==> src/rtl/pb_fb_rr_arbiter.sv <==
// N-port frontend bus arbiter: one outstanding A->B transaction, fixed priority or round-robin.
// Define NCPU_FB_ARB_WDT_EN to compile in the hung-transaction watchdog (TMO/DRAIN states).
module pb_fb_rr_arbiter #(
    parameter int N_PORTS    = 2,
    parameter int AW         = 32,
    parameter int DW         = 32,
    parameter int RR_EN      = 0,
    parameter int WDT_CYCLES = 255
) (
    input  logic                     clk,
    input  logic                     rst,
    input  logic [N_PORTS-1:0]       fb_s_AVALID,
    output logic [N_PORTS-1:0]       fb_s_AREADY,
    input  logic [N_PORTS*AW-1:0]    fb_s_AADDR,
    input  logic [N_PORTS*DW-1:0]    fb_s_ADATA,
    input  logic [N_PORTS*DW/8-1:0]  fb_s_AWMSK,
    input  logic [N_PORTS*2-1:0]     fb_s_AEXC,
    output logic [N_PORTS-1:0]       fb_s_BVALID,
    input  logic [N_PORTS-1:0]       fb_s_BREADY,
    output logic [DW-1:0]            fb_s_BDATA,
    output logic [1:0]               fb_s_BEXC,
    output logic                     fb_mbus_AVALID,
    input  logic                     fb_mbus_AREADY,
    output logic [AW-1:0]            fb_mbus_AADDR,
    output logic [DW-1:0]            fb_mbus_ADATA,
    output logic [DW/8-1:0]          fb_mbus_AWMSK,
    output logic [1:0]               fb_mbus_AEXC,
    input  logic                     fb_mbus_BVALID,
    output logic                     fb_mbus_BREADY,
    input  logic [DW-1:0]            fb_mbus_BDATA,
    input  logic [1:0]               fb_mbus_BEXC
);

    localparam int GW = (N_PORTS > 1) ? $clog2(N_PORTS) : 1;

    localparam logic [1:0] S_IDLE  = 2'd0;
    localparam logic [1:0] S_CYC   = 2'd1;
`ifdef NCPU_FB_ARB_WDT_EN
    localparam logic [1:0] S_TMO   = 2'd2;
    localparam logic [1:0] S_DRAIN = 2'd3;
`endif

    logic [1:0]    state, state_nxt;
    logic [GW-1:0] grant, grant_nxt;
    logic [GW-1:0] rr_last, rr_last_nxt;
    logic [GW-1:0] arb_base, arb_win;
    logic          a_done, a_done_nxt;
    logic          any_req, in_cyc, a_hs, b_hs;

    // Fixed priority scans from port 0; round-robin scans from base+1 and wraps.
    function automatic logic [GW-1:0] arb_pick(input logic [N_PORTS-1:0] req,
                                               input logic [GW-1:0]      base);
        logic [GW-1:0] pick;
        logic          hit;
        int            p;
        pick = '0;
        hit  = 1'b0;
        for (int k = 1; k <= N_PORTS; k++) begin
            if (RR_EN != 0)
                p = (int'(base) + k) % N_PORTS;
            else
                p = k - 1;
            if (!hit && req[p]) begin
                pick = GW'(p);
                hit  = 1'b1;
            end
        end
        return pick;
    endfunction

    assign any_req  = |fb_s_AVALID;
    assign in_cyc   = (state == S_CYC);
    // Re-arbitration on a B handshake uses the finishing grant as base, so it ranks last.
    assign arb_base = in_cyc ? grant : rr_last;
    assign arb_win  = arb_pick(fb_s_AVALID, arb_base);
    assign a_hs     = in_cyc & ~a_done & fb_s_AVALID[grant] & fb_mbus_AREADY;
    assign b_hs     = in_cyc &  a_done & fb_mbus_BVALID & fb_s_BREADY[grant];

`ifdef NCPU_FB_ARB_WDT_EN
    localparam int CW = $clog2(WDT_CYCLES + 1);

    logic [CW-1:0] wdt_cnt;
    logic          late_seen;
    logic          grant_load, wdt_tick, wdt_expire;

    assign grant_load = any_req & ((state == S_IDLE) | b_hs);
    assign wdt_tick   = in_cyc & a_done & ~fb_mbus_BVALID;
    assign wdt_expire = wdt_tick & (wdt_cnt == CW'(WDT_CYCLES - 1));

    always_ff @(posedge clk or posedge rst) begin
        if (rst) begin
            wdt_cnt   <= '0;
            late_seen <= 1'b0;
        end else begin
            if (grant_load)
                wdt_cnt <= '0;
            else if (wdt_tick)
                wdt_cnt <= wdt_cnt + CW'(1);

            if (grant_load)
                late_seen <= 1'b0;
            else if (state == S_TMO && fb_mbus_BVALID)
                late_seen <= 1'b1;
        end
    end
`endif

    // Output routing: everything is quiet outside CYC except the watchdog response paths.
    always_comb begin
        // NOTE: every output gets a default before the case-specific writes, so no latches are inferred.
        fb_s_AREADY    = '0;
        fb_s_BVALID    = '0;
        fb_s_BDATA     = '0;
        fb_s_BEXC      = '0;
        fb_mbus_AVALID = 1'b0;
        fb_mbus_AADDR  = '0;
        fb_mbus_ADATA  = '0;
        fb_mbus_AWMSK  = '0;
        fb_mbus_AEXC   = '0;
        fb_mbus_BREADY = 1'b0;
        if (in_cyc) begin
            fb_mbus_AVALID     = fb_s_AVALID[grant] & ~a_done;
            fb_s_AREADY[grant] = fb_mbus_AREADY & ~a_done;
            fb_mbus_AADDR      = fb_s_AADDR[int'(grant)*AW +: AW];
            fb_mbus_ADATA      = fb_s_ADATA[int'(grant)*DW +: DW];
            fb_mbus_AWMSK      = fb_s_AWMSK[int'(grant)*(DW/8) +: DW/8];
            fb_mbus_AEXC       = fb_s_AEXC[int'(grant)*2 +: 2];
            fb_s_BVALID[grant] = fb_mbus_BVALID & a_done;
            fb_s_BDATA         = fb_mbus_BDATA;
            fb_s_BEXC          = fb_mbus_BEXC;
            fb_mbus_BREADY     = fb_s_BREADY[grant];
        end
`ifdef NCPU_FB_ARB_WDT_EN
        else if (state == S_TMO) begin
            fb_s_BVALID[grant] = 1'b1;
            fb_s_BEXC          = 2'b11;
            fb_mbus_BREADY     = 1'b1;
        end else if (state == S_DRAIN) begin
            fb_mbus_BREADY     = 1'b1;
        end
`endif
    end

    always_comb begin
        state_nxt   = state;
        grant_nxt   = grant;
        a_done_nxt  = a_done;
        rr_last_nxt = rr_last;
        case (state)
            S_IDLE: begin
                if (any_req) begin
                    grant_nxt = arb_win;
                    state_nxt = S_CYC;
                end
            end
            S_CYC: begin
                if (a_hs)
                    a_done_nxt = 1'b1;
                if (b_hs) begin
                    a_done_nxt  = 1'b0;
                    rr_last_nxt = grant;
                    if (any_req)
                        grant_nxt = arb_win;
                    else
                        state_nxt = S_IDLE;
                end
`ifdef NCPU_FB_ARB_WDT_EN
                else if (wdt_expire) begin
                    a_done_nxt = 1'b0;
                    state_nxt  = S_TMO;
                end
`endif
            end
`ifdef NCPU_FB_ARB_WDT_EN
            S_TMO: begin
                if (fb_s_BREADY[grant])
                    state_nxt = (late_seen | fb_mbus_BVALID) ? S_IDLE : S_DRAIN;
            end
            S_DRAIN: begin
                if (fb_mbus_BVALID)
                    state_nxt = S_IDLE;
            end
`endif
            default: state_nxt = S_IDLE;
        endcase
    end

    always_ff @(posedge clk or posedge rst) begin
        if (rst) begin
            state   <= S_IDLE;
            grant   <= '0;
            a_done  <= 1'b0;
            rr_last <= GW'(N_PORTS - 1);
        end else begin
            // NOTE: state registers use non-blocking assignments so all flops update from pre-edge values.
            state   <= state_nxt;
            grant   <= grant_nxt;
            a_done  <= a_done_nxt;
            rr_last <= rr_last_nxt;
        end
    end

endmodule

==> config.mk <==
export PLATFORM = sky130hd
export DESIGN_NAME = pb_fb_rr_arbiter
export DESIGN_NICKNAME = d
export VERILOG_FILES = /design/src/rtl/pb_fb_rr_arbiter.sv
export SDC_FILE = /design/constraint.sdc
export NUM_CORES = 1
export LEC_CHECK = 0
export BUFFER_PORTS_ARGS = -buffer_cell sky130_fd_sc_hd__buf_2
export CELL_PAD_IN_SITES_DETAIL_PLACEMENT = 1
export CELL_PAD_IN_SITES_GLOBAL_PLACEMENT = 2
export CORE_UTILIZATION = 11
export CTS_BUF_LIST = sky130_fd_sc_hd__clkbuf_16
export DETAILED_ROUTE_END_ITERATION = 7
export PLACE_DENSITY = 0.94
export SYNTH_ARGS = -nofsm -noshare
export SYNTH_HDL_FRONTEND = slang
export SYNTH_SLANG_ARGS = --single-unit
==> constraint.sdc <==
create_clock -name clk -period 1.5 [get_ports clk]
set_input_delay 0.15 -clock clk [delete_from_list [all_inputs] [get_ports clk]]
set_output_delay 0.15 -clock clk [all_outputs]
set_load 0.05 [all_outputs]
==> results.sh <==
export IMPL_tritoncts="done"
export IMPL_fmax_mhz=598
export IMPL_drive_gt1_share_pct=86.4
export IMPL_place_hpwl_microns=7620
export IMPL_gp_congestion=0.727
export IMPL_die_height_microns=125
export IMPL_viasPerCell=3.95
export IMPL_finalSetupTns_ns=-9.40
export IMPL_end_kind="output pin"
export IMPL_clkTransAtPathRegs_ns=0.03
export IMPL_final_area_sq_mm=0.00537
export IMPL_core_area_sq_mm=0.0146
export IMPL_netlist_area_sq_mm=0.00166
export IMPL_worstSetupPathType="register to output pin"
export IMPL_ant_nets=0
export IMPL_clk_path_buf_depth=2
export IMPL_critPathMaxFanout=16
export IMPL_cts_root_buf="clkbuf_16"
export IMPL_synth_fp_nets=399
export IMPL_synth_seq_area_share_pct=4.52
export IMPL_setup_worst_path_start_class="register"
export IMPL_r2r_slack_ns=0
export IMPL_num_vias=2810
export IMPL_cp_data_arrival_time_ns=1.52
export IMPL_grt_pass1_vias=2940
export IMPL_setup_viol=75
export IMPL_dr_pass1_iters=7
export IMPL_yosys_cell_types_count=19
export IMPL_p_per_area_mw_per_mm2=1860
export IMPL_start_util_pct=11.3
export IMPL_drt_iter0_drc=85
export IMPL_p_leak_nw=2.80
export IMPL_synth_edff_count=0
export IMPL_clock_sinks=3
export IMPL_antenna_found_initial=1
export IMPL_hold_path_depth=2
export IMPL_worstMarginPinSlew_ns=0.297
export IMPL_fin_nets=711
export IMPL_setup_ws_ns=-0.171
export IMPL_area_delta_synth_final_pct=223
export IMPL_die_w_microns=125
export IMPL_syn_area_per_cell_sq_um=7.65
export IMPL_r2r_end="a_done"
export IMPL_cp_required_ns=1.35
export IMPL_violations="DRC, setup timing"
export IMPL_maxSlewHeadroom_pct=79.6
export IMPL_async_flop_share_pct=100
export IMPL_min_to="grant"
export IMPL_grt_ovfl_total=0
export IMPL_yosysMostFrequentCell="mux2i_1"
export IMPL_routed_wirelength_microns=10300
export IMPL_reg2reg_from="grant"
export IMPL_gr_usage_all_layers_pct=11.8
export IMPL_rsz0062_at_grt="yes"
export IMPL_total_power_mw=9.97
export IMPL_finalCritPeriodShare_pct=111
export IMPL_synth_top_area_share_pct=43.4
export IMPL_placement_io_buffers=291
export IMPL_ir_drop_mv=0.753
export IMPL_place_inst=692
export IMPL_clk_latency_ns=0.22
export IMPL_synthFlopType="dfrtp_1"
export IMPL_num_rows=44
export IMPL_antennaDiodeCount=0
export IMPL_yosysTopAreaCell="mux2i_1"
export IMPL_final_hold_violation_count=0
export IMPL_cts_made_buffers=3
export IMPL_worstHoldStart="fb_s_AVALID[0]"
export IMPL_synthTopCellsByArea="mux2i_1 43%, nor2b_1 27%, and2_1 13%"
export IMPL_wl_per_cell_microns=14.4
export IMPL_instances_no_fill=712
export IMPL_synth_common_cells="72 x mux2i_1, 71 x nor2b_1, 34 x and2_1"
export IMPL_placed_area_sq_mm=0.00392
export IMPL_r2r_cells=5
export IMPL_grt_pass1_wl_microns=14900
export IMPL_report_final_slew_viol_count=0
export IMPL_grt_max_degree=49
export IMPL_layout_min_cycle_time_ns=1.67
export IMPL_dieArea_sq_mm=0.0156
export IMPL_fin_skew_ns=0.00340
export IMPL_synthCells=217
export IMPL_status="complete, but fails checks"
export IMPL_h_tree_depth=1
export IMPL_ys_ff_latch=3
export IMPL_io_pins=292
export IMPL_synth_warnings=0
export IMPL_max_cap_violations=0
export IMPL_drc=38
export IMPL_hp_class="primary input to register"
## cells by family (layout without fill, tap and decap cells)
logic type / after synthesis / after routing / share of synthesized area (%)
buffers and inverters: 22 / 333 / 6.86
AOI/OAI and AO/OA: 4 / 4 / 1.81
muxes: 72 / 72 / 43.4
and+or+nand+nor: 116 / 116 / 43.4
DFF: 3 / 3 / 4.52
## power by group
group,total (mW),internal [mW],switching [mW]
Combinational,9.36,4.33,5.03
Sequential,0.191,0.123,0.0683
Clock,0.418,0.344,0.0738
## per-layer routing
metal	vias up	global-route usage (%)	part of all wire, %
li1	1343	-	-
met1	1293	11.4	32
met2	162	24.5	58
met3	10	3.31	9.5
met4	2	2.30	1.2
met5	-	0	0.13
## stage by stage
step	setup WS, ns	hold WS [ns]	util (%)
6_report	-0.171	0.124	36.6
5_1_grt	-0.205	0.146	36.6
4_1_cts	-0.194	0.125	33.0
3_5_place_dp	-0.0488	0.0255	26.7
3_3_place_gp	0.00394	0.0231	26.7
2_1_floorplan	-0.0844	-0.0964	-
## flip-flops by register name (all words and copies together) (netlist names)
signal and count:
a_done 1, grant 1, state 1
## cells in the final DEF (no fill, tap or decap), types with 2 or more instances in the layout
| cell | Yosys | routed |
|---|---|---|
| buf_2 | 4 | 181 |
| buf_6 | 1 | 66 |
| buf_4 | 5 | 45 |
| mux2i_4 | 0 | 40 |
| nor2b_4 | 0 | 40 |
| and2_1 | 34 | 34 |
| nor2b_2 | 0 | 31 |
| mux2i_1 | 72 | 27 |
| buf_8 | 0 | 13 |
| clkbuf_4 | 0 | 9 |
| buf_12 | 0 | 9 |
| clkbuf_16 | 0 | 6 |
| mux2i_2 | 0 | 5 |
| nor3b_4 | 0 | 3 |
| inv_1 | 1 | 2 |
| dfrtp_2 | 0 | 2 |
## worst max-delay path, stage by stage (launching register included)
cell	delay (ns)
dfrtp_4	0.49
buf_12	0.17
buf_4	0.17
mux2i_4	0.19
nor2b_4	0.11
buf_6	0.16
## final cells by class
class,count,area (sq um)
clock buffers,3,75.1
clock inverters,1,3.75
fillers,1671,9280
inverters,1,3.75
multi-input cells,192,2430
flip-flops and latches,3,81.3
well taps,184,230
repair buffers,328,2540
## worst max-delay path by stage
stage | startpoint | endpoint | slack [ns] | cells after the start
after floorplan | grant | fb_s_AREADY[0] | -0.08 | 4
after global placement | grant | fb_mbus_AADDR[21] | 0.004 | 5
after detailed placement | grant | fb_mbus_AADDR[27] | -0.05 | 5
after CTS | grant | fb_mbus_ADATA[26] | -0.19 | 5
after global routing | grant | fb_mbus_ADATA[21] | -0.21 | 5
final | grant | fb_mbus_ADATA[20] | -0.17 | 5
## timing repair
action                                  4_1_cts  5_1_grt
gates cloned                                  0        3
endpoints found under the setup margin      110      101
setup buffers                                 6        6
pin swaps                                     0        1
resized for setup                           210       91
hold buffers                                  1        0
endpoints found under the hold margin         3        0
(Power assumes the default switching activity.)
